<file path="src/rtl/decoder_pkg.sv">
// decoder_pkg: shared enums and opcode constants for the decode stage
package decoder_pkg;
  typedef enum logic {decoder_next, decoder_keep} decode_state_t;
  typedef enum logic {font_reg, font_imm} alu_s1_font_t;
  typedef enum logic [2:0] {op_none, op_move, op_add, op_sub, op_and, op_or, op_xor} alu_opcode_t;
  localparam logic [3:0] OP_NOP  = 4'd0;
  localparam logic [3:0] OP_MOVR = 4'd1;
  localparam logic [3:0] OP_MOVI = 4'd2;
  localparam logic [3:0] OP_ADD  = 4'd3;
  localparam logic [3:0] OP_ADDI = 4'd4;
  localparam logic [3:0] OP_SUB  = 4'd5;
  localparam logic [3:0] OP_AND  = 4'd6;
  localparam logic [3:0] OP_OR   = 4'd7;
  localparam logic [3:0] OP_XOR  = 4'd8;
endpackage

</file>
<file path="src/rtl/decode_skid.sv">
// decode_skid: two-entry (main + skid) valid/ready buffer with flush
module decode_skid
  import decoder_pkg::*;
#(
  parameter int W = 8
) (
  input  logic          clk,
  input  logic          rst,
  input  logic          flush,
  input  logic          in_valid,
  output logic          in_ready,
  input  logic [W-1:0]  in_data,
  output logic          out_valid,
  input  logic          out_ready,
  output logic [W-1:0]  out_data,
  output decode_state_t state
);
  logic         main_valid_q, main_valid_d, skid_valid_q, skid_valid_d;
  logic [W-1:0] main_q, main_d, skid_q, skid_d;
  logic         acc, main_free;
  always_comb begin
    acc          = in_valid & ~skid_valid_q;
    main_free    = ~main_valid_q | out_ready;
    main_valid_d = ~flush & (main_free ? (skid_valid_q | acc) : 1'b1);
    main_d       = (main_free & ~flush) ? (skid_valid_q ? skid_q : (acc ? in_data : main_q)) : main_q;
    skid_valid_d = ~flush & ~main_free & (skid_valid_q | acc);
    skid_d       = (~main_free & acc) ? in_data : skid_q;
  end
  always_ff @(posedge clk or posedge rst) begin
    if (rst) begin
      main_valid_q <= 1'b0;
      skid_valid_q <= 1'b0;
      main_q       <= '0;
      skid_q       <= '0;
    end else begin
      main_valid_q <= main_valid_d;
      skid_valid_q <= skid_valid_d;
      main_q       <= main_d;
      skid_q       <= skid_d;
    end
  end
  assign in_ready  = ~skid_valid_q;
  assign out_valid = main_valid_q;
  assign out_data  = main_q;
  assign state     = skid_valid_q ? decoder_keep : decoder_next;
endmodule

</file>
<file path="src/rtl/decode_stage.sv">
// decode_stage: cracks raw instructions into a decoded bundle behind a
// two-entry skid buffer, with saturating handshake counters.
module decode_stage
  import decoder_pkg::*;
#(
  parameter int INSTR_W    = 32,
  parameter int REG_NUM    = 16,
  parameter int IMM_W      = 16,
  parameter int DATA_W     = 32,
  parameter bit IMM_SIGNED = 1'b1,
  parameter int CNT_W      = 32,
  localparam int REG_BITS  = $clog2(REG_NUM),
  localparam int DEC_W     = 6 + 3 * REG_BITS + DATA_W
) (
  input  logic               clk,
  input  logic               rst,
  input  logic               flush,
  input  logic               in_valid,
  output logic               in_ready,
  input  logic [INSTR_W-1:0] in_instr,
  output logic               out_valid,
  input  logic               out_ready,
  output logic [DEC_W-1:0]   out_dec,
  output logic [CNT_W-1:0]   cnt_decoded,
  output logic [CNT_W-1:0]   cnt_illegal,
  output decode_state_t      dbg_state
);
  typedef struct packed {
    alu_s1_font_t          alu_s1_font;
    alu_opcode_t           alu_opcode;
    logic                  wb_wr;
    logic [REG_BITS-1:0]   reg_s1;
    logic [REG_BITS-1:0]   reg_s2;
    logic [REG_BITS-1:0]   reg_dst;
    logic [DATA_W-1:0]     imm;
    logic                  illegal;
  } dec_t;

  if (4 + 3 * REG_BITS + IMM_W > INSTR_W) begin : g_bad_enc
    $error("decode_stage: op/reg/imm fields do not fit in INSTR_W");
  end

  // Ones above the immediate field; zero when DATA_W == IMM_W.
  localparam logic [DATA_W-1:0] HI_MASK = ~((DATA_W'(1) << IMM_W) - DATA_W'(1));

  logic [3:0]       op;
  dec_t             dec, out_bundle;
  logic             hs;
  logic [CNT_W-1:0] cnt_decoded_q, cnt_decoded_d, cnt_illegal_q, cnt_illegal_d;

  always_comb begin
    op              = in_instr[INSTR_W-1 -: 4];
    dec.reg_dst     = in_instr[INSTR_W-5 -: REG_BITS];
    dec.reg_s1      = in_instr[INSTR_W-5-REG_BITS -: REG_BITS];
    dec.reg_s2      = in_instr[INSTR_W-5-2*REG_BITS -: REG_BITS];
    dec.imm         = DATA_W'(in_instr[IMM_W-1:0]) | ((IMM_SIGNED && in_instr[IMM_W-1]) ? HI_MASK : '0);
    dec.illegal     = op > OP_XOR;
    dec.wb_wr       = ~dec.illegal & (op != OP_NOP);
    dec.alu_s1_font = (op == OP_MOVI || op == OP_ADDI) ? font_imm : font_reg;
    dec.alu_opcode  = (op == OP_MOVR || op == OP_MOVI) ? op_move :
                      (op == OP_ADD  || op == OP_ADDI) ? op_add  :
                      (op == OP_SUB) ? op_sub :
                      (op == OP_AND) ? op_and :
                      (op == OP_OR)  ? op_or  :
                      (op == OP_XOR) ? op_xor : op_none;
  end

  decode_skid #(.W(DEC_W)) u_skid (
    .clk      (clk),
    .rst      (rst),
    .flush    (flush),
    .in_valid (in_valid),
    .in_ready (in_ready),
    .in_data  (dec),
    .out_valid(out_valid),
    .out_ready(out_ready),
    .out_data (out_bundle),
    .state    (dbg_state)
  );

  assign out_dec = out_bundle;

  // Handshakes during a flush cycle still count: the beat really left.
  always_comb begin
    hs            = out_valid & out_ready;
    cnt_decoded_d = (hs && cnt_decoded_q != '1) ? cnt_decoded_q + CNT_W'(1) : cnt_decoded_q;
    cnt_illegal_d = (hs && out_bundle.illegal && cnt_illegal_q != '1) ? cnt_illegal_q + CNT_W'(1) : cnt_illegal_q;
  end

  always_ff @(posedge clk or posedge rst) begin
    if (rst) begin
      cnt_decoded_q <= '0;
      cnt_illegal_q <= '0;
    end else begin
      cnt_decoded_q <= cnt_decoded_d;
      cnt_illegal_q <= cnt_illegal_d;
    end
  end

  assign cnt_decoded = cnt_decoded_q;
  assign cnt_illegal = cnt_illegal_q;
endmodule

</file>
<file path="config.mk">
export PLATFORM = sky130hd
export DESIGN_NAME = decode_stage
export DESIGN_NICKNAME = d
export VERILOG_FILES = /design/src/rtl/decoder_pkg.sv /design/src/rtl/decode_skid.sv /design/src/rtl/decode_stage.sv
export SDC_FILE = /design/constraint.sdc
export NUM_CORES = 1
export LEC_CHECK = 0
export CAP_MARGIN = 20
export CORE_MARGIN = 1.5
export CORE_UTILIZATION = 58
export CTS_CLUSTER_SIZE = 40
export DETAILED_ROUTE_END_ITERATION = 7
export DONT_BUFFER_PORTS = 1
export PLACE_DENSITY = 0.74
export SETUP_SLACK_MARGIN = 0.3
export SLEW_MARGIN = 25
export SYNTH_ARGS = -nofsm -noshare
export SYNTH_HDL_FRONTEND = slang
export SYNTH_SLANG_ARGS = --single-unit
</file>
<file path="constraint.sdc">
create_clock -name clk -period 6 [get_ports clk]
set_input_delay 0 -clock clk [delete_from_list [all_inputs] [get_ports clk]]
set_output_delay 0 -clock clk [all_outputs]
set_load 0.01 [all_outputs]
</file>
Word-level counts from Yosys, hierarchy flattened
Index checks and enable logic that the tools add are counted.

storage, ports and cells
  flip-flop bits (word level) = 166
  output and inout port bits = 117
  bits of input ports = 37
  logic and storage cells = 56

cells by class
  bitwise operators = 16
  reductions and logical operators = 9
  order comparisons = 1
  add/sub/neg operators = 2
  equal/unequal tests = 10
  muxes and demuxes = 12

operators by type and width
  kind                   count
  $mux 50                2
  $add 32x1->32 const B  2
  $ne 32x32->1 const B   2
  $mux 32                1
  $or 16x32->32          1
  $mux 3                 6
  $eq 4x3->1 const B     4
  $and 1x1->1            8
  $eq 4x2->1 const B     2
  $not 1->1              5
  $eq 4x1->1 const B     1
  $eq 4x4->1 const B     1
  $gt 4x4->1 const B     1
  $reduce_bool 4->1      1
  $logic_and 1x1->1      3
  $logic_or 1x1->1       3
  $mux 1                 3
  $or 1x1->1             2
  $reduce_and 2->1       1
  $reduce_bool 2->1      1

Logic depth before layout (Yosys ltp)
Gate-level depths: netlist (run 1).

  depth after elaboration = 9
  depth in mapped cells = 7
  mapped depth without buffers = 6

Hierarchy
A second synthesis (run 1) with hierarchy kept.

unflattened totals
  cells, all modules = 571
  area total of the unflattened synthesis = 7831.3 um^2

modules (own cells, without submodules)
  module        sequential area each (um^2)  area an instance (um^2)  times used  cells an instance
  decode_skid   2552.4                       4672.0                   1           278
  decode_stage  1601.5                       3159.3                   1           293

Least setup slack after synthesis (run 1)
OpenSTA, ideal clock, no wires.

  path type = reg-to-reg
  start = register cnt_decoded_q[5], in the netlist cnt_decoded[5]
  end = register cnt_decoded_q[25], in the netlist cnt_decoded[25]
  period minus slack after synthesis = 1.847 ns
  buffers on the path = 1
  data required time = 5.921 ns
  arrival time = 1.768 ns
  stages on the path, launching flop included = 7
  path slack = 4.153 ns
  library setup time = 0.079 ns
  path through = dfrtp_1 nand4_2 or4_1 a31o_1 buf_6 nor3_2 xor2_1

on the way
  cells in the longest elaborated chain, start to end = 2
  elaborated cells between the ends (all ways) = 3
  classes of those cells = add/sub: 1; eq/ne: 1; reduce/logical: 1

RTL lines
  what                                                   RTL line            source
  start: declaration                                     decode_stage.sv:49  logic [CNT_W-1:0] cnt_decoded_q, cnt_decoded_d, cnt_illegal_q, cnt_illegal_d;
  start signal: assignment                               decode_stage.sv:95  cnt_decoded_q <= cnt_decoded_d;
  branches (longest 2 deep; another with $add 32x1->32)  n/a

Several ways; the timed one is not identified.
A chain may end at the register's enable or synchronous reset.

Final worst setup path (run 1)
  start = register u_skid.skid_valid_q
  end = register u_skid.skid_q[46]

on the way
  cells in the longest elaborated chain, start to end = 3

RTL lines
  what                      RTL line            source
  start: declaration        decode_skid.sv:18   logic main_valid_q, main_valid_d, skid_valid_q, skid_valid_d;
  start signal: assignment  decode_skid.sv:37   skid_valid_q <= skid_valid_d;
  $not 1->1                 n/a
  via in_ready              decode_stage.sv:19  output logic in_ready,
  $and 1x1->1               decode_skid.sv:22   acc = in_valid & ~skid_valid_q;
  $and 1x1->1               decode_skid.sv:27   skid_d = (~main_free & acc) ? in_data : skid_q;
  end signal: assignment    decode_skid.sv:39   skid_q <= skid_d;
  end: declaration          decode_skid.sv:19   logic [W-1:0] main_q, main_d, skid_q, skid_d;

The timed path passes the listed nets, and every way through them passes these cells.

==> results of run 1 <==
## logic make-up (layout without fill, tap and decap cells)
logic type	Yosys count	in the layout	synth area share
and+or+nand+nor	292	292	0.220
buffers and inverters	46	82	0.0393
DFF	134	134	0.543
adders and majority gates	2	2	0.00405
AOI/OAI and AO/OA	63	63	0.0565
xor gates and xnor gates	59	59	0.0836
muxes	33	33	0.0545
## power by group through the flow
stage / Combinational [mW] / Sequential [mW] / Clock [mW]
finish: 0.213 / 1.17 / 1.05
global route: 0.249 / 1.19 / 1.11
CTS: 0.214 / 1.17 / 1.07
detailed placement: 0.186 / 1.19 / 0
global placement: 0.174 / 1.18 / 0
floorplan: 0.191 / 1.14 / 0
## per-stage QoR
stage	instances	setup slack (ns)	area, um2
2_1_floorplan	629	2.42	6180
3_3_place_gp	729	3.45	6170
3_5_place_dp	729	3.41	6170
4_1_cts	801	2.89	7190
5_1_grt	801	2.98	7200
6_report	801	3.18	7200
## layout by cell type, fill, tap and decap left out, types with 19 or more instances in the layout
master,count
a21oi_1,38
dfrtp_1,132
dlygate4sd3_1,41
mux2i_1,28
nand2_1,122
nand3_1,35
nand4_1,19
nor2_1,63
xnor2_1,37
xor2_1,22
## final cells by class
class / count / area (um2) / area share
clock buffers: 20 / 455 / 0.0632
clock inverters: 11 / 150 / 0.0208
inverters: 6 / 27.5 / 0.00382
multi-input cells: 449 / 2600 / 0.361
flip-flops and latches: 134 / 3360 / 0.466
well taps: 136 / 170 / 0.0236
repair buffers: 45 / 444 / 0.0617
## how the worst min path moves through the flow
stage                        endpoint
CTS                 u_skid.skid_q[47]
global placement      cnt_decoded[29]
detailed placement    cnt_decoded[28]
floorplan            u_skid.out_valid
global route        u_skid.skid_q[47]
finish              u_skid.skid_q[47]
## worst max-delay path: stages (launching register included)
cell and delay (ns):
dfrtp_4 0.85, inv_1 0.22, nand3_1 0.58, buf_4 0.36, nand2_1 0.09, o31ai_1 0.06, dlygate4sd3_1 0.57
## registers in the layout, indices dropped and copies added (netlist names)
signal / count
u_skid.out_data: 34
cnt_decoded: 32
cnt_illegal: 32
u_skid.skid_q: 34
u_skid.skid_valid_q: 1
u_skid.out_valid: 1
## metal layers
layer	wire length, um	GRT usage
met1	5640	0.325
met2	6750	0.405
met3	849	0.0705
met4	246	0.0965
met5	0	0
==> summary.md, run 1 <==
| Metric | Value |
|---|---|
| Status | `finished, final reports clean` |
| Number of max-cap violations | `0` |
| Resize count post-CTS | `0` |
| CTS HTree Levels | `4` |
| Clock sinks | `134` |
| Hold depth | `4` |
| CTS tree | `built` |
| Clk pwr share | `0.431` |
| Fin nets | `692` |
| Reg clk slew, reported paths | `0.06 ns` |
| Drt wl/cell | `between 15 and 20 um` |
| Clk_skew | `0.0125 ns` |
| Setup Buffers After CTS | `0` |
| First-pass detailed-route iteration total | `4` |
| Sequential-to-total area share from yosys stat | `0.543` |
| Crit path DAT | `3.26 ns` |
| Number of global-route vias before repair | `4,570` |
| Worst Setup End Kind | `flop` |
| WL final | `13,500 um` |
| Root buffer cell | `clkbuf_8` |
| Vias post-DR | `4,563` |
| #FFs+latches synth | `134` |
| Seq pwr share | `0.482` |
| Crit Reg-Reg Startpoint | `u_skid.skid_valid_q` |
| Area contributors post-synth | `dfrtp_1 54%, nand2_1 7.4%, xnor2_1 5.2%` |
| Switching Share | `0.270` |
| CP startpoint | `u_skid.skid_valid_q` |
| Synth top area share | `0.543` |
| Longest Clk Path Bufs | `2` |
| Final setup TNS | `0 ns` |
| Final Max Tran Viols | `0` |
| Fillers | `between 700 and 800` |
| Unrepaired setup endpoints after global routing | `no` |
| First-pass GRT wire length | `22,600 um` |
| Tot Pwr | `~2.4 mW` |
| Yosys cell types | `45` |
| Top-count cell post-synth | `dfrtp_1` |
| Antenna cell count | `0` |
| Ports | `~150` |
| Yosys top cell by area | `dfrtp_1` |
| Clk_lat worst skew | `0.51 ns` |
| Syn_nets | `668` |
| Initial Util | `0.599` |
| Maximum clock rate | `355 MHz` |
| Area grow syn2layout | `16.5%` |
| WHS | `0.0336 ns` |
| Pwr/cell area | `338 mW/mm2` |
| Die height | `106 um` |
| Worst-Margin Slew | `0.824 ns` |
| Crit Path Category | `reg -> reg` |
| Die Footprint | `roughly 0.011 mm2` |
| All-Layer GR Usage | `0.252` |
| Synth warn | `0` |
| Largest net degree at the start of global routing | `87` |
| Final period utilization | `0.469` |
| Initial antenna violation count | `0` |
| P_int | `1.78 mW` |
| Vias per cell | `between 5 and 6` |
| Post-synth EDFFs | `0` |
| Share of cells above drive strength 1 | `0.0857` |
| Ys flop type | `dfrtp_1` |
| Mean Syn Cell Area | `9.83 um2` |
| Cell count after synthesis | `629` |
| Top cells by count, synth | `134 x dfrtp_1, 122 x nand2_1, 63 x nor2_1, 38 x a21oi_1, 37 x xnor2_1` |
| Worst hold path type | `in -> reg` |
| Congestion Overflow GR | `0` |
| Critical path data required time | `6.45 ns` |
| First-iteration detailed-routing DRC count | `between 200 and 300` |
| Die Span X | `106 um` |
| Critical Path Sink | `u_skid.skid_q[46]` |
| Core region area | `0.0103 mm2` |
| Antenna-violating nets left | `0` |
| Slew HR | `0.451` |
| Min-delay src | `in_instr[29]` |
| Num rows | `37` |
| LEAKAGE | `about 3.1 nW` |
| Worst reg-to-reg path cell count | `6` |
| Post-synthesis async set-or-reset flop share | `1.00` |
| Crit Reg-Reg Endpoint | `u_skid.skid_q[46]` |
| Final setup fails | `0` |
| Minimum clock period | `approximately 2.8 ns` |
| DRC | `0` |
| Cts hold-fix bufs | `41` |
| Fin. Hold Viols | `0` |
| Gate power share | `0.088` |
| Port Buffers | `0` |
| Final core occ | `0.698` |
| Reg2Reg Setup Slack | `3.18 ns` |
| Critical path launch point type | `flop` |
| Crit-path max FO | `43` |
| CTS buffer count | `17` |
| P_sw | `657 uW` |
| Worst VDD drop | `~0.17 mV` |
| Detail Placement HPWL | `8810 um` |
| Gp weighted congestion | `approximately 0.84` |
| Synth Cell Area | `0.00618 mm2` |
Note: power is estimated with default switching activity, not from simulation.
==> inputs of run 2 (changes only) <==
Clock period 6 ns to 2.6 ns, I/O delays scaled along.
==> run 2 against run 1 <==
Maximum frequency increased by 27%. Combinational power increased to 2.6 times the previous value. Total power increased by 120%. Critical path depth decreased by 1. Clock skew down 0.0016 ns. Die area is the same. Highest routed layer unchanged.
==> summary.md, run 2 (same netlist as run 1, synthesis figures left out) <==
| Metric | Value |
|---|---|
| CP startpoint | `cnt_decoded[6]` |
| Maximum clock rate | `roughly 450 MHz` |
| Initial antenna violation count | `0` |
| CTS tree | `built` |
| Core region area | `0.0103 mm2` |
| Slew HR | `0.375` |
| Number of global-route vias before repair | `~4,700` |
| Die height | `between 100 and 150 um` |
| Final core occ | `0.704` |
| First-iteration detailed-routing DRC count | `214` |
| Worst reg-to-reg path cell count | `5` |
| Final period utilization | `0.851` |
| Root buffer cell | `clkbuf_8` |
| Minimum clock period | `~2.2 ns` |
| CTS HTree Levels | `4` |
| Status | `finished, final reports clean` |
| Crit-path max FO | `11` |
| Final Non-Filler Cells | `approximately 800` |
| Vias per cell | `around 5.7` |
| Ports | `154` |
| Number of max-cap violations | `0` |
| Share of cells above drive strength 1 | `0.0975` |
| Unrepaired setup endpoints after global routing | `yes` |
| Port Buffers | `0` |
| Clk_lat worst skew | `about 0.52 ns` |
| Most frequent cells in the layout | `131 x dfrtp_1, 122 x nand2_1, 63 x nor2_1` |
| Worst Setup End Kind | `flop` |
| Area grow syn2layout | `17.5%` |
| Crit path DAT | `2.64 ns` |
| CTS buffer count | `17` |
| Pwr/cell area | `about 750 mW/mm2` |
| Gate power share | `0.100` |
| Max incr delay on CP | `about 0.58 ns` |
| Final setup fails | `0` |
| Final setup TNS | `0 ns` |
| Worst-Margin Slew | `0.933 ns` |
| Crit Reg-Reg Endpoint | `cnt_decoded[19]` |
| Detail Placement HPWL | `9210 um` |
| Placed Area | `0.00627 mm2` |
| Initial Util | `0.599` |
| Fin worst setup slack | `0.388 ns` |
| Die Span X | `106 um` |
| Switching Share | `0.268` |
| Gp weighted congestion | `0.854` |
| Longest Clk Path Bufs | `2` |
| Vias post-DR | `around 4,600` |
| Final Max Tran Viols | `0` |
| First-pass detailed-route iteration total | `4` |
| All-Layer GR Usage | `0.260` |
| Placed Instances | `about 740` |
| Crit Reg-Reg Startpoint | `cnt_decoded[6]` |
| Antenna-violating nets left | `0` |
| CP max stage cell | `or4_1` |
| Die Footprint | `around 0.011 mm2` |
| Clock sinks | `134` |
| Clk_skew | `around 0.011 ns` |
| Antenna cell count | `0` |
| Fin. Hold Viols | `0` |
| Congestion Overflow GR | `0` |
| P_sw | `1.46 mW` |
| Critical path data required time | `3.03 ns` |
| WL final | `roughly 14,000 um` |
| Critical Path Sink | `cnt_decoded[19]` |
| First-pass GRT wire length | `approximately 23,000 um` |
| DP Worst Slack | `0.426 ns` |
| Worst hold path type | `in -> async` |
| Most common cell after layout, fill and taps aside | `dfrtp_1` |
| Critical path launch point type | `flop` |
| Reg2Reg Setup Slack | `0.39 ns` |
| Clk pwr share | `0.411` |
| Seq pwr share | `0.488` |
| Largest net degree at the start of global routing | `62` |
| Num rows | `37` |
| Finished layout cell area | `0.00726 mm2` |
| Drt wl/cell | `17.0 um` |
| Worst VDD drop | `0.538 mV` |
| DRC | `0` |
| LEAKAGE | `3.19 nW` |
| Reg clk slew, reported paths | `~0.060 ns` |
| CP cell instances | `nand4_2 > or4_1 > a31o_1 > nor4_1 > xor2_1` |
| P_int | `3.99 mW` |
| Fin nets | `704` |
| Crit Path Category | `reg -> reg` |
-- run 2: changes by cell type in the layout (fill, tap and decap cells not counted), sizes merged --
cell / before / now
inv: 6 / 5
bufinv: 3 / 2
clkinv: 3 / 4
clkbuf: 20 / 22
clkinvlp: 5 / 4
buf: 4 / 16
-- run 2: cell type report --
type	instances	area, um2
Multi-Input combinational cell	449	2600
Clock buffer	22	453
Tap cell	136	170
Clock inverter	9	103
Sequential cell	134	3360
Timing Repair Buffer	57	556
Inverter	6	26.3
Fill cell	745	3060
-- run 2: repair_timing --
action,in CTS,in global routing
hold buffers,41,0
setup buffers,0,2
endpoints found under the hold margin,209,0
gates resized for setup,0,2
setup endpoints to repair,0,11
-- run 2: how the worst min path moves through the flow --
| stage | startpoint | to | slack [ns] | depth (start not counted) |
|---|---|---|---|---|
| floorplan | flush | u_skid.out_valid | 0.06 | 1 |
| global placement | rst | u_skid.out_data[3] | -0.03 | 1 |
| detailed placement | rst | u_skid.out_data[7] | -0.02 | 1 |
| CTS | in_instr[31] | u_skid.skid_q[47] | 0.01 | 4 |
| global route | in_valid | u_skid.out_data[1] | 0.06 | 4 |
| finish | rst | u_skid.out_data[8] | 0.05 | 2 |
-- run 2: layer usage --
metal  wire [um]  vias up  track usage
met2        6880      155        0.419
met1        5730     2244        0.324
met4         402        0        0.128
li1            -     2194            -
met5           0        -            0
met3         815       34       0.0699
-- run 2: critical path, delay by kind of cell, from the launching register on --
kind | cells | cell delay [ns]
compound gates | 1 | 0.38
xor+xnor | 1 | 0.18
flops | 1 | 0.49
simple gates | 3 | 1.09
-- run 2: per-stage QoR --
step	hold slack [ns]	power (mW)
after floorplan	0.0631	3.07
after global placement	-0.0255	3.14
after detailed placement	-0.0215	3.19
after CTS	0.0137	5.50
after global routing	0.0621	5.71
final	0.0477	5.46
-- run 2: power groups by stage --
stage / clock [mW] / combinational (mW) / sequential, mW
after CTS: 2.28 / 0.553 / 2.66
after global placement: 0 / 0.454 / 2.68
after global routing: 2.37 / 0.636 / 2.70
final: 2.24 / 0.548 / 2.66
after floorplan: 0 / 0.440 / 2.63
after detailed placement: 0 / 0.487 / 2.70
==> inputs of run 3 (changes only) <==
Settings changed: CORE_UTILIZATION 58 to 55, PLACE_DENSITY 0.74 to 0.7.
==> run 3 against run 2 <==
Combinational power increased by 26%. Sequential share of layout area decreased by 1.5 points. Total power increased by 0.89%. Wire length increased by 6.5%. Global-route usage increased by 0.15 points. Largest power group unchanged. Clock skew decreased by 0.0036 ns. Maximum frequency increased by 0.86%. Highest routed layer unchanged.
==> summary.md, run 3 (same netlist as run 1, synthesis figures left out) <==
| Metric | Value |
|---|---|
| Status | `finished, final reports clean` |
| DRC | `0` |
| WL final | `14,700 um` |
| Antenna-violating nets left | `0` |
| P_sw | `roughly 1.5 mW` |
| Reg clk slew, reported paths | `0.06 ns` |
| Maximum clock rate | `456 MHz` |
| First-pass GRT wire length | `23,800 um` |
| Number of global-route vias before repair | `4,973` |
| Drt wl/cell | `17.5 um` |
| Port Buffers | `0` |
| Final Max Tran Viols | `0` |
| All-Layer GR Usage | `0.262` |
| CTS HTree Levels | `4` |
| Worst Setup End Kind | `flop` |
| Vias post-DR | `4,841` |
| Root buffer cell | `clkbuf_8` |
| Gate power share | `0.125` |
| Detail Placement HPWL | `9360 um` |
| Slew HR | `0.509` |
| Number of max-cap violations | `0` |
| Crit-path max FO | `28` |
| Share of cells above drive strength 1 | `0.0897` |
| Ports | `154` |
| Fin. Hold Viols | `0` |
| Crit Path Category | `reg -> reg` |
| Critical path data required time | `between 3 and 4 ns` |
| Seq pwr share | `0.486` |
| Final period utilization | `0.843` |
| Longest Clk Path Bufs | `2` |
| P_int | `~4.0 mW` |
| Die Footprint | `0.0119 mm2` |
| Vias per cell | `roughly 5.7` |
| Pwr/cell area | `~730 mW/mm2` |
| Final setup fails | `0` |
| Worst VDD drop | `roughly 0.55 mV` |
| LEAKAGE | `3.30 nW` |
| Initial Util | `0.568` |
| Largest net degree at the start of global routing | `60` |
| First-iteration detailed-routing DRC count | `312` |
| Initial antenna violation count | `0` |
| CTS buffer count | `17` |
| Final setup TNS | `0 ns` |
| Crit path DAT | `approximately 2.7 ns` |
| Tot Pwr | `5.50 mW` |
| Gp weighted congestion | `0.897` |
| Minimum clock period | `2.19 ns` |
| Fin nets | `approximately 730` |
| Antenna cell count | `0` |
| DP Worst Slack | `0.407 ns` |
| Num rows | `38` |
| Switching Share | `0.274` |
| Most frequent cells in the layout | `132 x dfrtp_1, 122 x nand2_1, 70 x dlygate4sd3_1` |
| Clk_skew | `0.00727 ns` |
| Most common cell after layout, fill and taps aside | `dfrtp_1` |
| Worst-Margin Slew | `0.737 ns` |
| CTS tree | `built` |
| Congestion Overflow GR | `0` |
| Die height | `109 um` |
| Core region area | `between 0.01 and 0.015 mm2` |
| Clock sinks | `between 100 and 150` |
| Clk pwr share | `0.389` |
| Area grow syn2layout | `21.4%` |
| Clk_lat worst skew | `0.54 ns` |
| Fin worst setup slack | `0.407 ns` |
| Die Span X | `approximately 110 um` |
| Critical path launch point type | `flop` |
| First-pass detailed-route iteration total | `4` |
| Worst hold path type | `in -> reg` |
| Unrepaired setup endpoints after global routing | `yes` |
| WHS | `about 0.0065 ns` |
[run 3: power by group through the flow]
| stage | Clock, mW | Sequential [mW] | Combinational (mW) |
|---|---|---|---|
| after floorplan | 0 | 2.63 | 0.440 |
| after global placement | 0 | 2.69 | 0.454 |
| after detailed placement | 0 | 2.70 | 0.480 |
| after CTS | 2.16 | 2.67 | 0.679 |
| after global routing | 2.24 | 2.71 | 0.782 |
| final | 2.14 | 2.67 | 0.690 |
[run 3: layer usage]
metal / vias up / global-route usage / routed length [um]
met1: 2432 / 0.317 / 6120
met5: - / 0 / 0
li1: 2242 / - / -
met2: 139 / 0.432 / 7330
met4: 0 / 0.109 / 269
met3: 28 / 0.0813 / 1000
[run 3: path summary, 6_finish.rpt]
path	start	slack [ns]	depth (start not counted)	to
worst max-delay path	u_skid.skid_valid_q	0.41	6	u_skid.skid_q[44]
worst min-delay path	in_instr[29]	0.006	4	u_skid.skid_q[47]
worst max register to register	u_skid.skid_valid_q	0.41	6	u_skid.skid_q[44]
worst min register to register	u_skid.skid_q[48]	0.48	2	u_skid.skid_q[48]
max in group asynchronous	rst	1.58	4	u_skid.skid_valid_q
min in group asynchronous	rst	0.06	3	u_skid.out_data[12]
[run 3: worst max-delay path, cell delays in order (launching register included)]
cell and delay [ns]:
dfrtp_2 0.67, inv_1 0.23, nand3_1 0.16, buf_4 0.32, nand2_1 0.11, nand2_1 0.08, dlygate4sd3_1 0.55
[run 3: cell type report]
type | instances | area, um2
Sequential cell | 134 | 3360
Clock buffer | 23 | 457
Timing Repair Buffer | 84 | 818
Clock inverter | 6 | 55.1
Multi-Input combinational cell | 449 | 2610
Fill cell | 806 | 3390
Tap cell | 140 | 175
Inverter | 6 | 26.3
[run 3: what timing repair did]
item | in CTS | in global routing
setup endpoints to repair | 0 | 44
gates resized for setup | 0 | 4
hold endpoints to repair | 170 | 0
buffers inserted | 0 | 2
hold buffers | 70 | 0
[run 3: metrics by stage]
step / utilization / cells / instance area [um2]
3_3_place_gp: 0.574 / 741 / 6250
5_1_grt: 0.689 / 842 / 7500
6_report: 0.689 / 842 / 7500
2_1_floorplan: - / 629 / 6180
3_5_place_dp: 0.574 / 741 / 6250
4_1_cts: 0.685 / 840 / 7460
